## config.mk

```make
export PLATFORM = sky130hd
export DESIGN_NAME = alu_pipe
export DESIGN_NICKNAME = d
export VERILOG_FILES = /design/src/rtl/alu_pipe.sv
export SDC_FILE = /design/constraint.sdc
export NUM_CORES = 1
export LEC_CHECK = 0
export ABC_CLOCK_PERIOD_IN_PS = 3350
export CAP_MARGIN = 5
export CORE_MARGIN = 8
export CORE_UTILIZATION = 55
export DETAILED_ROUTE_END_ITERATION = 10
export DONT_BUFFER_PORTS = 1
export MAX_ROUTING_LAYER = met4
export PLACE_DENSITY = 0.7
export RECOVER_POWER = 50
export SLEW_MARGIN = 0
export SYNTH_ARGS = -nofsm -noshare
export SYNTH_HDL_FRONTEND = slang
export SYNTH_SLANG_ARGS = --single-unit
```

## constraint.sdc

```tcl
create_clock -name clk_i -period 3.35 [get_ports clk_i]
set_input_delay 0.67 -clock clk_i [delete_from_list [all_inputs] [get_ports clk_i]]
set_output_delay 0.67 -clock clk_i [all_outputs]
set_load 0.03 [all_outputs]
```

## src/rtl/alu_pipe.sv

```systemverilog
// -----------------------------------------------------------------------------
// alu_pipe
//
// Two-stage pipelined ALU with status flags and valid/ready handshakes on both
// sides. Stage 1 captures operands and opcode; stage 2 holds the result and
// flags computed from stage 1.
//
// Opcodes: 000 add, 001 sub, 010 sll, 011 srl, 100 and, 101 or, 110 xor,
//          111 eq ({WIDTH-1 zeros, a==b}).
//
// Configuration macro:
//   ALU_SAT_EN  when defined, add saturates to all-ones on carry-out and sub
//               saturates to zero on borrow. Undefined: add/sub wrap.
//
// Parameters:
//   WIDTH       operand/result width, 4..64
//
// Ports:
//   clk_i        clock, rising edge
//   rst_ni       asynchronous active-low reset
//   in_valid_i   operand/opcode presented
//   in_ready_o   input accepted this cycle when in_valid_i is also high
//   a_i, b_i     operands (b_i is also the shift amount)
//   op_i         opcode
//   out_valid_o  result and flags valid
//   out_ready_i  consumer accepts the result this cycle
//   alu_o        result
//   zero_o       alu_o == 0
//   carry_o      add carry-out / sub borrow, 0 for other ops
//   neg_o        alu_o[WIDTH-1]
//   ovf_o        signed overflow for add/sub, 0 for other ops
// -----------------------------------------------------------------------------
module alu_pipe #(
    parameter int WIDTH = 8
) (
    input  logic             clk_i,
    input  logic             rst_ni,
    input  logic             in_valid_i,
    output logic             in_ready_o,
    input  logic [WIDTH-1:0] a_i,
    input  logic [WIDTH-1:0] b_i,
    input  logic [2:0]       op_i,
    output logic             out_valid_o,
    input  logic             out_ready_i,
    output logic [WIDTH-1:0] alu_o,
    output logic             zero_o,
    output logic             carry_o,
    output logic             neg_o,
    output logic             ovf_o
);

    localparam int SHW = $clog2(WIDTH);
    localparam logic [WIDTH-1:0] WIDTH_V = WIDTH'(WIDTH);

    localparam logic [2:0] OP_ADD = 3'b000;
    localparam logic [2:0] OP_SUB = 3'b001;
    localparam logic [2:0] OP_SLL = 3'b010;
    localparam logic [2:0] OP_SRL = 3'b011;
    localparam logic [2:0] OP_AND = 3'b100;
    localparam logic [2:0] OP_OR  = 3'b101;
    localparam logic [2:0] OP_XOR = 3'b110;
    localparam logic [2:0] OP_EQ  = 3'b111;

    // Handshake: a transfer happens on a side when its valid and ready are both
    // high at the rising edge. Valid never depends on ready; in_ready_o depends
    // only on pipeline state and out_ready_i, never on in_valid_i.

    // Stage 1: captured operands
    logic             s1_valid_q;
    logic [WIDTH-1:0] s1_a_q;
    logic [WIDTH-1:0] s1_b_q;
    logic [2:0]       s1_op_q;

    // Stage 2: result and flags
    logic             s2_valid_q;
    logic [WIDTH-1:0] s2_res_q;
    logic             s2_zero_q;
    logic             s2_carry_q;
    logic             s2_neg_q;
    logic             s2_ovf_q;

    logic s2_load;
    logic in_accept;

    // S2 can take new content when empty or when its current content leaves.
    assign s2_load    = !s2_valid_q || out_ready_i;
    assign in_ready_o = !s1_valid_q || s2_load;
    assign in_accept  = in_valid_i && in_ready_o;

    // Execute stage (combinational from S1)
    logic [WIDTH:0]   sum_w;
    logic [WIDTH:0]   diff_w;
    logic             shift_oversize;
    logic [SHW-1:0]   shamt;
    logic [WIDTH-1:0] res_d;
    logic             carry_d;
    logic             ovf_d;
    logic             zero_d;
    logic             neg_d;

    always_comb begin
        sum_w          = {1'b0, s1_a_q} + {1'b0, s1_b_q};
        diff_w         = {1'b0, s1_a_q} - {1'b0, s1_b_q};
        // Covers both set upper bits and in-range encodings >= WIDTH when
        // WIDTH is not a power of two.
        shift_oversize = (s1_b_q >= WIDTH_V);
        shamt          = s1_b_q[SHW-1:0];
        res_d          = '0;
        carry_d        = 1'b0;
        ovf_d          = 1'b0;
        case (s1_op_q)
            OP_ADD: begin
                carry_d = sum_w[WIDTH];
                ovf_d   = (s1_a_q[WIDTH-1] == s1_b_q[WIDTH-1]) &&
                          (sum_w[WIDTH-1] != s1_a_q[WIDTH-1]);
`ifdef ALU_SAT_EN
                res_d   = sum_w[WIDTH] ? '1 : sum_w[WIDTH-1:0];
`else
                res_d   = sum_w[WIDTH-1:0];
`endif
            end
            OP_SUB: begin
                // MSB of the (WIDTH+1)-bit difference is the unsigned borrow.
                carry_d = diff_w[WIDTH];
                ovf_d   = (s1_a_q[WIDTH-1] != s1_b_q[WIDTH-1]) &&
                          (diff_w[WIDTH-1] != s1_a_q[WIDTH-1]);
`ifdef ALU_SAT_EN
                res_d   = diff_w[WIDTH] ? '0 : diff_w[WIDTH-1:0];
`else
                res_d   = diff_w[WIDTH-1:0];
`endif
            end
            OP_SLL:  res_d = shift_oversize ? '0 : (s1_a_q << shamt);
            OP_SRL:  res_d = shift_oversize ? '0 : (s1_a_q >> shamt);
            OP_AND:  res_d = s1_a_q & s1_b_q;
            OP_OR:   res_d = s1_a_q | s1_b_q;
            OP_XOR:  res_d = s1_a_q ^ s1_b_q;
            OP_EQ:   res_d = {{(WIDTH-1){1'b0}}, (s1_a_q == s1_b_q)};
            default: res_d = '0;
        endcase
        zero_d = (res_d == '0);
        neg_d  = res_d[WIDTH-1];
    end

    // Stage 1 register
    always_ff @(posedge clk_i or negedge rst_ni) begin
        if (!rst_ni) begin
            s1_valid_q <= 1'b0;
            s1_a_q     <= '0;
            s1_b_q     <= '0;
            s1_op_q    <= '0;
        end else if (in_accept) begin
            s1_valid_q <= 1'b1;
            s1_a_q     <= a_i;
            s1_b_q     <= b_i;
            s1_op_q    <= op_i;
        end else if (s2_load) begin
            // S1 content moved to S2 and nothing replaced it.
            s1_valid_q <= 1'b0;
        end
    end

    // Stage 2 register; payload only changes when a real op moves in, so the
    // outputs are stable across stalls.
    always_ff @(posedge clk_i or negedge rst_ni) begin
        if (!rst_ni) begin
            s2_valid_q <= 1'b0;
            s2_res_q   <= '0;
            s2_zero_q  <= 1'b0;
            s2_carry_q <= 1'b0;
            s2_neg_q   <= 1'b0;
            s2_ovf_q   <= 1'b0;
        end else if (s2_load) begin
            s2_valid_q <= s1_valid_q;
            if (s1_valid_q) begin
                s2_res_q   <= res_d;
                s2_zero_q  <= zero_d;
                s2_carry_q <= carry_d;
                s2_neg_q   <= neg_d;
                s2_ovf_q   <= ovf_d;
            end
        end
    end

    assign out_valid_o = s2_valid_q;
    assign alu_o       = s2_res_q;
    assign zero_o      = s2_zero_q;
    assign carry_o     = s2_carry_q;
    assign neg_o       = s2_neg_q;
    assign ovf_o       = s2_ovf_q;

endmodule

```

==> impl_metrics.tcl <==
set metrics [dict create \
    status "finished clean" \
    rows 27 \
    drive_gt1_share_pct 15.4 \
    maxCapViolations 0 \
    clock_skew_ns 0.00951 \
    antennaDiodeCount 0 \
    io_buffers 0 \
    placed_area_um2 3080 \
    tightest_slew_ns 0.837 \
    ir_drop_v 0.000301 \
    period_needed_ns 2.99 \
    synth_top_area_share_pct 26.0 \
    slew_violations 0 \
    r2r_cells 9 \
    worst_ep_arrival_time_ns 3.17 \
    syn_area_per_cell_um2 8.90 \
    grt_pass1_wl_um 13100 \
    synth-seq-area-share_pct 26.0 \
    clk_path_buf_depth 2 \
    insertion_delay_ns 0.29 \
    critPathMaxFanout 14 \
    dpl.hpwl_um 6030 \
    die_x_um 90.8 \
    synth_cell_types 69 \
    start_util_pct 56.3 \
    grt_start_max_net_pins 33 \
    cts_made_buffers 5 \
    cts_tree "done" \
    critPathCaptureType "register" \
    globalplace.congestion 0.924 \
    synthArstFlopShare_pct 100 \
    dr.pass1.iters 5 \
    cts_sinks 32 \
    worstSetupStartpoint "s1_b_q[2]" \
    root_buffer "clkbuf_8" \
    postCtsSetupBuffers 0 \
    fin_crit_sh_pct 89.4 \
    vias 2597 \
    rsz0062_at_grt "false" \
    synth_edf_count 0 \
    yosysWarnings 0 \
    synthTopCellsByArea "dfrtp_1 (26%), ha_1 (10%), mux2_2 (8.8%), nand2_1 (4.1%), o21ai_0 (3.9%)" \
    die_y_um 90.8 \
    cts_max_level 2 \
    place_inst 402 \
    final_nets 387 \
    cts_resized 0 \
    cp.required_ns 3.53 \
    via_per_inst 6.33 \
    whs_ns 0.0599 \
    reg2reg_to "ovf_o" \
    hp-class "input pin to async pin" \
    hold_buffers 0 \
    max_freq_mhz 334 \
    drt_iter0_drc 206 \
    fin_area_um2 3200 \
    r2r_slack_ns 0.36 \
    startpoint_type "register" \
    synthesis.nets 396 \
    ios 37 \
    ys_seq_elements 32 \
    power_leakage_uw 0.00138 \
    relSlewSlack_pct 44.2 \
    drt-total-wl_um 7880 \
    powerDensity_nw_per_um2 590 \
    power_uw 1890 \
    grt_pass1_vias 2549 \
    clk_pin_slew_ns 0.08 \
    syn_inst 346 \
    grtUsageTotal_pct 20.0 \
    antenna_left 0 \
    die_area_um2 8250 \
    final.setup.tns_ns 0 \
    reg2reg_from "s1_b_q[2]" \
    antenna_found_initial 0 \
    netlist_area_um2 3080 \
    setup_viol 0 \
    core_area_um2 5470 \
    wl_per_cell_um 19.2 \
    yosysTopAreaCell "dfrtp_1" \
    critPathKind "register to register" \
    synth_top_flop_cell "dfrtp_1" \
    hold_viol_final 0 \
    stdcell_count 410 \
    drc_errors 0 \
    grt_overflow 0 \
    syn2layout_area_growth_pct 4.02 \
]
-- metal layers --
layer / share of wire (%) / vias up / global-route usage, %
met5: 0 / - / -
li1: - / 1225 / -
met1: 45 / 1230 / 26.0
met3: 7.7 / 18 / 3.57
met2: 46 / 124 / 30.6
met4: 1.6 / 0 / 6.28
-- Yosys cell counts, types with 5 or more instances --
cell,number
nand2_1,34
mux2_2,24
inv_1,21
o21ai_0,24
clkbuf_1,9
a21oi_1,13
nand2b_1,10
ha_1,25
buf_2,5
dfrtp_1,32
nor2_1,25
nand3_1,10
nor3_1,6
buf_6,5
o21ai_1,5
mux2i_1,9
a211oi_1,6
-- final cells by class --
| class | count | area (um^2) |
|---|---|---|
| clock buffer | 7 | 96.3 |
| clock inverter | 1 | 30.0 |
| fill | 495 | 2270 |
| inverter | 23 | 86.3 |
| multi-input combinational | 270 | 2060 |
| sequential | 32 | 801 |
| tap | 72 | 90.1 |
| timing repair buffer | 5 | 37.5 |
-- flip-flops by register name, indices dropped and copies added, names as in the netlist --
name	flops
s1_b_q	8
ovf_o	1
s1_a_q	8
s1_op_q	3
carry_o	1
zero_o	1
s1_valid_q	1
out_valid_o	1
alu_o	8
-- cells by family (layout without fill, tap and decap cells) --
group,count (synthesis),after routing,share of synthesized area (%)
AOI/OAI and AO/OA,92,92,21.4
xor gates and xnor gates,4,4,1.14
adders and majority gates,27,27,11.5
buffers and inverters,44,36,7.03
DFF,32,32,26.0
muxes,38,38,15.7
and+or+nand+nor,109,109,17.3
-- power by group --
part           switching (uW)  internal [uW]
registers                 220            463
clock network             158            263
logic                     446            340
-- worst max path at each step --
stage                     endpoint  cells after the start
after CTS                    ovf_o                      9
after detailed placement     ovf_o                      9
after floorplan           alu_o[7]                     11
final                        ovf_o                      9
after global placement       ovf_o                      9
after global routing         ovf_o                      9
-- cells in the final DEF, fill, tap and decap left out, types with 4 or more instances in the layout --
cell type / instances
a211oi_1: 6
a21oi_1: 13
buf_4: 5
clkbuf_8: 7
dfrtp_1: 32
ha_1: 25
inv_1: 21
mux2_2: 24
mux2i_1: 9
nand2_1: 34
nand2b_1: 10
nand3_1: 10
nand3b_1: 4
nor2_1: 25
nor2b_1: 4
nor3_1: 6
o21ai_0: 24
o21ai_1: 5
-- per-stage QoR --
stage	worst slack [ns]	utilization (%)
finish	0.356	58.6
CTS	0.437	58.6
global placement	0.645	56.2
detailed placement	0.453	56.2
global route	0.0629	58.6
floorplan	0.806	-
-- worst max-delay path: stages (launching register included) --
cell and delay, ns:
dfrtp_1 0.59, inv_1 0.21, ha_1 0.48, inv_1 0.11
a211oi_1 0.30, o22ai_1 0.19, o21ai_1 0.25, nor3b_1 0.28
a311oi_1 0.10, o41ai_1 0.37
Power figures use the tool's default switching activity.
